<file path="src/rtl/uart_rx_pkg.sv">
// Shared types and constants for the 8N1 UART receive path.
package uart_rx_pkg;

    localparam int BAUD           = 434;
    localparam int HALF_BAUD      = 217;
    localparam int W_WORD_LENGHT  = 8;
    localparam int W_FRAME_LENGHT = 10;

    typedef logic [W_WORD_LENGHT-1:0]  word_lenght_t;
    typedef logic [$clog2(BAUD)-1:0]   baud_cnt_t;
    typedef logic [2:0]                bit_idx_t;

    typedef enum logic [1:0] {
        IDLE  = 2'd0,
        START = 2'd1,
        DATA  = 2'd2,
        STOP  = 2'd3
    } rx_state_t;

endpackage

</file>
<file path="src/rtl/uart_rx_sipo.sv">
// Shift-right deserialiser: each new bit enters the MSB, so LSB-first
// serial order lands in natural bit positions after eight shifts.
module uart_rx_sipo
    import uart_rx_pkg::*;
(
    input  logic                     clk,
    input  logic                     rst,
    input  logic                     shift_en,
    input  logic                     bit_in,
    output logic [W_WORD_LENGHT-1:0] data
);

    always_ff @(posedge clk or negedge rst) begin
        if (!rst)
            data <= '0;
        else if (shift_en)
            data <= {bit_in, data[W_WORD_LENGHT-1:1]};
    end

endmodule

</file>
<file path="src/rtl/uart_rx.sv">
// 8N1 UART receiver: synchronise, find the start edge, sample mid-bit,
// and hand bytes out via a valid pulse plus sticky flag/overrun.
module uart_rx #(
    parameter int BAUD      = uart_rx_pkg::BAUD,
    parameter int HALF_BAUD = uart_rx_pkg::HALF_BAUD
) (
    input  logic       clk,
    input  logic       rst,
    input  logic       rx_serial_i,
    output logic [7:0] rx_data_o,
    output logic       rx_valid_o,
    output logic       rx_flag_o,
    input  logic       rx_flag_clr_i,
    output logic       rx_overrun_o,
    output logic       rx_frame_err_o,
    output logic       rx_busy_o
);

    import uart_rx_pkg::*;

    localparam int CNT_W = $clog2(BAUD);
    typedef logic [CNT_W-1:0] cnt_t;

    logic          sync_meta;
    logic          rx_sync;
    logic          rx_prev;
    logic          start_edge;

    rx_state_t     state;
    rx_state_t     state_next;
    cnt_t          cnt;
    bit_idx_t      bit_idx;
    logic          half_hit;
    logic          baud_hit;

    logic          shift_en;
    logic          stop_sample;
    word_lenght_t  sipo_data;

    // Synchroniser and edge detect idle high so a quiet line never looks like a start.
    always_ff @(posedge clk or negedge rst) begin
        if (!rst) begin
            sync_meta <= 1'b1;
            rx_sync   <= 1'b1;
            rx_prev   <= 1'b1;
        end else begin
            sync_meta <= rx_serial_i;
            rx_sync   <= sync_meta;
            rx_prev   <= rx_sync;
        end
    end

    assign start_edge = rx_prev & ~rx_sync;
    assign half_hit   = (cnt == cnt_t'(HALF_BAUD - 1));
    assign baud_hit   = (cnt == cnt_t'(BAUD - 1));

    always_ff @(posedge clk or negedge rst) begin
        if (!rst)
            state <= IDLE;
        else
            state <= state_next;
    end

    always_comb begin
        state_next = state;
        case (state)
            IDLE:  if (start_edge)                       state_next = START;
            START: if (half_hit)                         state_next = rx_sync ? IDLE : DATA;
            DATA:  if (baud_hit && bit_idx == 3'd7)      state_next = STOP;
            STOP:  if (baud_hit)                         state_next = IDLE;
            default:                                     state_next = IDLE;
        endcase
    end

    always_comb begin
        rx_busy_o   = (state != IDLE);
        shift_en    = (state == DATA) && baud_hit;
        stop_sample = (state == STOP) && baud_hit;
    end

    // Counter restarts on every state change so each phase measures from its own entry.
    always_ff @(posedge clk or negedge rst) begin
        if (!rst)
            cnt <= '0;
        else if (state_next != state || state == IDLE || baud_hit)
            cnt <= '0;
        else
            cnt <= cnt + 1'b1;
    end

    always_ff @(posedge clk or negedge rst) begin
        if (!rst)
            bit_idx <= '0;
        else if (state != DATA)
            bit_idx <= '0;
        else if (baud_hit)
            bit_idx <= bit_idx + 1'b1;
    end

    uart_rx_sipo u_sipo (
        .clk      (clk),
        .rst      (rst),
        .shift_en (shift_en),
        .bit_in   (rx_sync),
        .data     (sipo_data)
    );

    always_ff @(posedge clk or negedge rst) begin
        if (!rst) begin
            rx_data_o      <= '0;
            rx_valid_o     <= 1'b0;
            rx_frame_err_o <= 1'b0;
        end else begin
            rx_valid_o     <= stop_sample &  rx_sync;
            rx_frame_err_o <= stop_sample & ~rx_sync;
            if (stop_sample && rx_sync)
                rx_data_o <= sipo_data;
        end
    end

    // A byte arriving in the same cycle as a clear wins over the clear.
    always_ff @(posedge clk or negedge rst) begin
        if (!rst) begin
            rx_flag_o    <= 1'b0;
            rx_overrun_o <= 1'b0;
        end else begin
            if (rx_valid_o)
                rx_flag_o <= 1'b1;
            else if (rx_flag_clr_i)
                rx_flag_o <= 1'b0;

            if (rx_valid_o) begin
                if (rx_flag_o && !rx_flag_clr_i)
                    rx_overrun_o <= 1'b1;
            end else if (rx_flag_clr_i) begin
                rx_overrun_o <= 1'b0;
            end
        end
    end

endmodule
</file>
<file path="config.mk">
export PLATFORM = sky130hd
export DESIGN_NAME = uart_rx
export DESIGN_NICKNAME = d
export VERILOG_FILES = /design/src/rtl/uart_rx_pkg.sv /design/src/rtl/uart_rx_sipo.sv /design/src/rtl/uart_rx.sv
export SDC_FILE = /design/constraint.sdc
export NUM_CORES = 1
export LEC_CHECK = 0
export CORE_MARGIN = 10
export CORE_UTILIZATION = 55
export DETAILED_ROUTE_END_ITERATION = 10
export GPL_TIMING_DRIVEN = 0
export PLACE_DENSITY = 0.8
export SYNTH_ARGS = -nofsm -noshare
export SYNTH_HDL_FRONTEND = slang
export SYNTH_SLANG_ARGS = --single-unit
</file>
<file path="constraint.sdc">
create_clock -name clk -period 2.1 [get_ports clk]
set_input_delay 0.315 -clock clk [delete_from_list [all_inputs] [get_ports clk]]
set_output_delay 0.315 -clock clk [all_outputs]
set_load 0.01 [all_outputs]
</file>
# Word level (Yosys, flattened, before mapping)
# Index checks and enable logic that the tools add are counted.
# Widths: inputs -> output; s select.
# word_totals
ff_bits	37
input_bits	4
out_inout_bits	13
elab_cells	53
# classes
n_addsub	2
eq_ne	9
mux	13
bitwise	4
n_reduce_logical	13
# op_table
op	count
$mux 2	5
$add 9x1->9 const B	1
$eq 9x8->1 const B	1
$eq 9x9->1 const B	1
$mux 9	1
$pmux 2 s4	1
$mux 3	2
$reduce_bool 2->1	3
$logic_and 1x1->1	5
$eq 2x2->1 const B	2
$mux 1	4
$add 3x1->3 const B	1
$and 1x1->1	3
$eq 3x3->1 const B	1
$eq 2x1->1 const B	1
$logic_not 2->1	1
$logic_or 1x1->1	2
$ne 2x1->1 const B	1
$ne 2x2->1	1
$ne 2x2->1 const B	1
$reduce_and 2->1	1
$logic_not 1->1	1
$not 1->1	1

# Logic depth before layout (Yosys ltp)
# Gate-level depths: netlist (run 1).
# depth
ltp_word	8
ltp_mapped	6
ltp_nobuf	5

# Modules after synthesis
# From an unflattened synthesis (run 1), not the netlist that was laid out.
# hier_totals
cells_unflattened	126
area_unflattened_um2	1634.1
# modules_own_cells
mod	instances	cells_per_inst	area_each_um2	seq_area_each_um2
uart_rx	1	109	1302.5	729.4
uart_rx_sipo	1	17	331.6	200.2

# Least setup slack after synthesis (run 1)
# OpenSTA, ideal clock, no wires.
# synth_path
path_kind	register to register
from	reg cnt[1]
to	reg u_sipo.data[0]
setup_ns	0.125
arrival_ns	1.619
required_ns	1.975
path_slack_ns	0.356
stages_incl_launch_ff	7
path_buffers	1
synth_period_minus_slack_ns	1.744
cell_sequence	dfrtp_1 inv_1 ha_1 nand4b_2 or3_1 buf_2 mux2_2
# synth_via
elab_chain_len	2
# synth_rtl
item	line	text
start: declaration	uart_rx.sv:31	cnt_t cnt;
start signal: assignment	uart_rx.sv:88	cnt <= cnt + 1'b1;
$eq 9x9->1	uart_rx.sv:55	assign baud_hit = (cnt == cnt_t'(BAUD - 1));
$logic_and 1x1->1	uart_rx.sv:77	shift_en = (state == DATA) && baud_hit;
end signal: assignment	uart_rx_sipo.sv:17	data <= {bit_in, data[W_WORD_LENGHT-1:1]};
end: declaration	uart_rx_sipo.sv:10	output logic [W_WORD_LENGHT-1:0] data
# Every way passes these cells.
# A chain may end at the register's enable or synchronous reset.

# Final worst setup path (run 1)
# Same ends and word-level chain as after synthesis.

==> summary.txt, run 1 <==
STA
  – Final setup vio count: 0
  – Achievable Freq: 0.5152 GHz
  – Worst setup margin: 0.1592 ns
  – Worst-margin pin slew: 0.7830 ns
  – Final min period: 1.941 ns
  – Max-slew headroom: 0.4780
  – RSZ-0062 raised after global routing: false
  – Final Hold Vio Count: 0
  – Slew Viols, Final: 0
  – Worst clock skew: 0.006003 ns
  – Fin crit share: 0.9242

Clock network
  – Root buffer cell: clkbuf_4
  – CTS tree: yes
  – Total CTS buffers: 5
  – Clk sinks: 37
  – Htree depth: 2
  – Worst skew pair latency: 0.34 ns
  – CTS Buffer Depth: 2
  – Clock slew at reported path FFs: 0.11 ns
  – CTS Hold Bufs: 0
  – Post-CTS setup buffers: 0

Place
  – Gpl congestion: 0.8695
  – Worst slack, placed: 0.08603 ns
  – Detailed placer's ending HPWL: 2039 um
  – PortBufs: 16
  – Area post-placement: 1805 um2

Global route
  – Initial antenna violation count: 0
  – All-layer global routing usage: 0.1160
  – Met3 GRT Util: 0.05319
  – First-pass GRT wire length: 5009 um
  – Met1 global-route usage: 0.1429
  – M2 GR Usage: 0.1714
  – Vias in the first global route: 1,101
  – Gr busiest metal: met2
  – Largest net degree at the start of global routing: 38
  – Global route overflow: 0

Floorplan
  – Core area: 2781 um2
  – FP Rows: 19
  – Die Ht: 74.13 um
  – Die area: 5495 um2
  – DIE WIDTH: 74.13 um
  – Initial Util: 0.5794
  – I/O pins: 17

Final layout
  – Fin nets: 159
  – Share of the core filled with cells: 0.6829
  – Filler cell count: 208
  – Antenna cell count: 0
  – Fin area: 1899 um2
  – Layout area overhead: 17.86%
  – Layout cells sized above 1: 0.2384

Drt
  – Wire per inst: 15.53 um
  – Detail Route Antenna Nets: 0
  – Residual DRC: 0
  – Vias per cell: 5.780
  – Vias: 1,052
  – 1st-pass router iterations: 4
  – Final wirelength: 2827 um
  – Initial drt markers: 130

Worst setup path
  – Critical path arrival: 2.17 ns
  – Worst-path fanout max: 8
  – CP delay by family, top: simple AND/OR/NAND/NOR gates
  – CP Data Required Time: 2.33 ns
  – Slowest cell on crit path: or3_1
  – CP Cell Sequence: inv_1, ha_1, nand4b_2, or3_1, buf_2, mux2_2
  – Max incr delay on CP: 0.43 ns
  – Worst setup EP type: register
  – Setup crit start kind: register
  – Crit path buf inv count: 2
  – Crit path kind: reg2reg

Run status
  – Outcome: finished, final reports clean

Hold path
  – Worst hold path class: in2async

Yosys
  – Sequential area share after synthesis: 0.5769
  – Unique masters post-synth: 34
  – Top post-synthesis cells by area: dfrtp_1 (53%), mux2_2 (11%), dfstp_2 (4.9%)
  – Post-Synthesis Net Count: 136
  – Post-Syn Instances: 127
  – Mapped Area: 1612 um2
  – Yosys warns: 0
  – Leading area contributor after synthesis: dfrtp_1
  – Top cell type's share of synthesized area: 0.5280
  – Commonest cells in the netlist: dfrtp_1 (34), mux2_2 (16), o21ai_0 (8)
  – Count leader, synth: dfrtp_1
  – Main flop type after synthesis: dfrtp_1
  – Seq cells post-synth: 37
  – Post-synth EDFFs: 0
  – Post-synthesis area per instance: 12.69 um2
  – Async S/R FF share, synth: 1.000

Power and ir drop
  – Share of power burned in combinational logic: 0.127
  – Switching Share: 0.2690
  – Pwr dens: 838.4 nW/um2
  – Sw Pwr: 0.4284 mW
  – Flop pwr share: 0.550
  – Leakage: 0.8627 nW
  – Clock network power share: 0.324
  – Internal power of the cells: 1.164 mW
  – VDD IR max: 972.2 uV

Flow run
  – MaxCap Viol Count: 0
power by group through the flow:
stage	registers (mW)	logic (mW)	clock network (mW)
floorplan	0.859	0.160	0
finish	0.875	0.202	0.516
global placement	0.878	0.197	0
global route	0.886	0.229	0.561
CTS	0.873	0.202	0.532
detailed placement	0.884	0.203	0
state kept, by name, summed over array words and instances, names as in the netlist, 2 cells and up:
name / flops
cnt: 9
bit_idx: 3
u_sipo.data: 8
rx_data_o: 8
state: 2
per-layer routing:
metal | share of wire | vias up
met1 | 0.44 | 508
li1 | - | 517
met2 | 0.48 | 22
met4 | 0.017 | 0
met3 | 0.064 | 5
met5 | 0 | -
layout make-up:
cell class,instances,area [um2],area share
sequential,37,929.6,0.4895
multi-input combinational,84,661.9,0.3485
timing repair buffer,16,155.1,0.08169
clock buffer,6,51.30,0.02701
tap,31,38.79,0.02042
clock inverter,2,37.54,0.01976
inverter,4,15.01,0.007905
buffer,2,10.01,0.005270
cell families (layout without fill, tap and decap cells):
kind of cell | count (synthesis) | count (layout) | share of synthesized area
AOI/OAI and AO/OA | 23 | 23 | 0.08541
xor gates and xnor gates | 3 | 3 | 0.01631
adders and majority gates | 5 | 5 | 0.03882
buffers and inverters | 6 | 30 | 0.01553
DFF | 37 | 37 | 0.5769
muxes | 16 | 16 | 0.1118
and+or+nand+nor | 37 | 37 | 0.1553
layout by cell type, fill, tap and decap left out, types with 2 or more instances in the layout:
master / Yosys / final
mux2_2: 16 / 16
dfrtp_1: 34 / 34
inv_1: 4 / 4
buf_2: 2 / 3
nor3b_1: 2 / 2
ha_1: 5 / 5
a311oi_1: 2 / 2
dfstp_2: 3 / 3
clkbuf_4: 0 / 5
nand3_1: 6 / 6
clkdlybuf4s50_1: 0 / 15
nand2_1: 5 / 5
o21ai_0: 8 / 8
nor3_1: 6 / 5
or3_1: 5 / 5
a21oi_1: 6 / 6
xor2_1: 2 / 2
a211oi_1: 3 / 3
final timing paths:
| kind | start | to | slack [ns] | cells after the start |
|---|---|---|---|---|
| worst max-delay path | cnt[1] | u_sipo.data[0] | 0.16 | 6 |
| worst max register to register | cnt[1] | u_sipo.data[0] | 0.16 | 6 |
| worst min-delay path | rst | cnt[2] | 0.05 | 1 |
| min in group clk | sync_meta | rx_sync | 0.36 | 0 |
| worst min register to register | sync_meta | rx_sync | 0.36 | 0 |
| max in group asynchronous | rst | cnt[6] | 1.57 | 1 |
repair_timing:
item | in CTS | in global routing
endpoints found under the hold margin | 0 | 0
endpoints found under the setup margin | 0 | 7
resized for setup | 0 | 1
stage by stage:
step	cells	hold WS (ns)	total power, mW	TNS [ns]
floorplan	127	0.01941	1.020	0
global placement	174	0.3464	1.075	-1.417
detailed placement	174	0.3495	1.088	0
CTS	182	0.05778	1.607	0
global route	182	0.08156	1.676	0
finish	182	0.04578	1.592	0
(Power assumes the default switching activity.)
==> inputs of run 2 (changes only) <==
- CORE_MARGIN: 10 -> 2
- PLACE_DENSITY: 0.8 -> 0.75
==> summary.txt, run 2 (same netlist as run 1, synthesis figures left out) <==
Run status
  – Outcome: finished, final reports clean

Clock network
  – CTS Hold Bufs: 0
  – Worst skew pair latency: 0.34 ns
  – CTS tree: yes
  – Clock slew at reported path FFs: 0.12 ns
  – CTS Buffer Depth: 2
  – Htree depth: 2
  – Clk sinks: 37
  – Post-CTS setup buffers: 0
  – Root buffer cell: clkbuf_4
  – Total CTS buffers: 5

Flow run
  – MaxCap Viol Count: 0

Worst setup path
  – Worst-path fanout max: 8
  – CP Cell Sequence: inv_1, ha_1, nand4b_2, or3_1, buf_2, mux2_2
  – Setup crit start kind: register
  – Crit path kind: reg2reg
  – CP delay by family, top: simple AND/OR/NAND/NOR gates
  – Crit path buf inv count: 2
  – Max incr delay on CP: 0.43 ns
  – Slowest cell on crit path: or3_1
  – Critical path arrival: 2.21 ns
  – Worst setup EP type: register
  – CP Data Required Time: 2.33 ns

Power and ir drop
  – Sw Pwr: 0.4376 mW
  – Pwr dens: 843.7 nW/um2
  – VDD IR max: 863.9 uV
  – Switching Share: 0.2730
  – Flop pwr share: 0.548
  – Internal power of the cells: 1.165 mW
  – Clock network power share: 0.322
  – Share of power burned in combinational logic: 0.129
  – Leakage: 0.8627 nW

Drt
  – Detail Route Antenna Nets: 0
  – 1st-pass router iterations: 4
  – Initial drt markers: 33
  – Vias: 1,083
  – Final wirelength: 2966 um
  – Wire per inst: 16.30 um
  – Vias per cell: 5.951
  – Residual DRC: 0

Final layout
  – Commonest non-fill, non-tap cell in the layout: dfrtp_1
  – Biggest regs: cnt (9), rx_data_o (8), u_sipo.data (8)
  – Layout cells sized above 1: 0.2384
  – Largest register by flop count: cnt
  – Fin area: 1899 um2
  – Layout area overhead: 17.86%
  – Max reg flops: 9
  – Share of the core filled with cells: 0.6829
  – Filler cell count: 212
  – Antenna cell count: 0
  – Leading cell types in the layout, fill and taps excluded: dfrtp_1 (34), mux2_2 (16), clkdlybuf4s50_1 (15)
  – Fin nets: 159
  – Post-route insts no fill: 182

Floorplan
  – FP Rows: 19
  – DIE WIDTH: 58.13 um
  – Core area: 2781 um2
  – Initial Util: 0.5794
  – Die area: 3379 um2
  – I/O pins: 17
  – Die Ht: 58.13 um

Hold path
  – Worst hold path class: in2async

Global route
  – Vias in the first global route: 1,155
  – Largest net degree at the start of global routing: 38
  – All-layer global routing usage: 0.2045
  – Initial antenna violation count: 0
  – First-pass GRT wire length: 5161 um
  – Global route overflow: 0

Place
  – Gpl congestion: 0.8284
  – PortBufs: 16
  – Detailed placer's ending HPWL: 2043 um
  – Area post-placement: 1805 um2
  – Placed cells: 174

STA
  – Final min period: 1.977 ns
  – Final Hold Vio Count: 0
  – RSZ-0062 raised after global routing: false
  – Max-slew headroom: 0.4641
  – Worst-margin pin slew: 0.8038 ns
  – Setup TNS: 0 ns
  – Fin crit share: 0.9415
  – Achievable Freq: 0.5058 GHz
  – Worst hold slack: 0.04368 ns
  – Worst clock skew: 0.01350 ns
  – Final setup vio count: 0
  – Slew Viols, Final: 0
[run 2: cell counts in the layout (fill, tap and decap cells not counted)]
No cell type changed its count.
[run 2: stage by stage]
step,setup WS [ns],power (mW)
floorplan,0.3559,1.020
global placement,-0.03303,1.080
detailed placement,0.04734,1.099
CTS,0.1297,1.613
global route,0.01553,1.692
finish,0.1229,1.603
[run 2: path summary, 6_finish.rpt]
check | to | depth (start not counted) | slack (ns) | from
hold reg to reg | rx_sync | 0 | 0.37 | sync_meta
min in group clk | rx_sync | 0 | 0.37 | sync_meta
setup / recovery | u_sipo.data[4] | 6 | 0.12 | cnt[1]
setup reg to reg | u_sipo.data[4] | 6 | 0.12 | cnt[1]
hold / removal | rx_frame_err_o | 1 | 0.04 | rst
max in group asynchronous | cnt[0] | 1 | 1.54 | rst
[run 2: power by group through the flow]
stage / Sequential, mW / Clock (mW) / Combinational, mW
2_1_floorplan: 0.859 / 0 / 0.160
3_3_place_gp: 0.882 / 0 / 0.198
3_5_place_dp: 0.890 / 0 / 0.210
4_1_cts: 0.876 / 0.526 / 0.210
5_1_grt: 0.894 / 0.559 / 0.239
6_report: 0.879 / 0.516 / 0.207
[run 2: final cells by class]
| class | instances | area, um2 | area share |
|---|---|---|---|
| plain buffers | 2 | 10.01 | 0.005270 |
| clock buffers | 6 | 51.30 | 0.02701 |
| clock inverters | 2 | 37.54 | 0.01976 |
| inverters | 4 | 15.01 | 0.007905 |
| multi-input cells | 84 | 661.9 | 0.3485 |
| flip-flops and latches | 37 | 929.6 | 0.4895 |
| well taps | 31 | 38.79 | 0.02042 |
| repair buffers | 16 | 155.1 | 0.08169 |
[run 2: timing repair]
action | 4_1_cts | 5_1_grt
resized for setup | 1 | 0
pin swaps | 0 | 1
endpoints found under the setup margin | 1 | 8
[run 2: per-layer routing]
layer	track usage	up-vias	wire, um
met5	0	-	0
met4	0.07973	0	48
met3	0.04688	7	121
met2	0.3263	27	1496
met1	0.2726	531	1300
li1	-	518	-
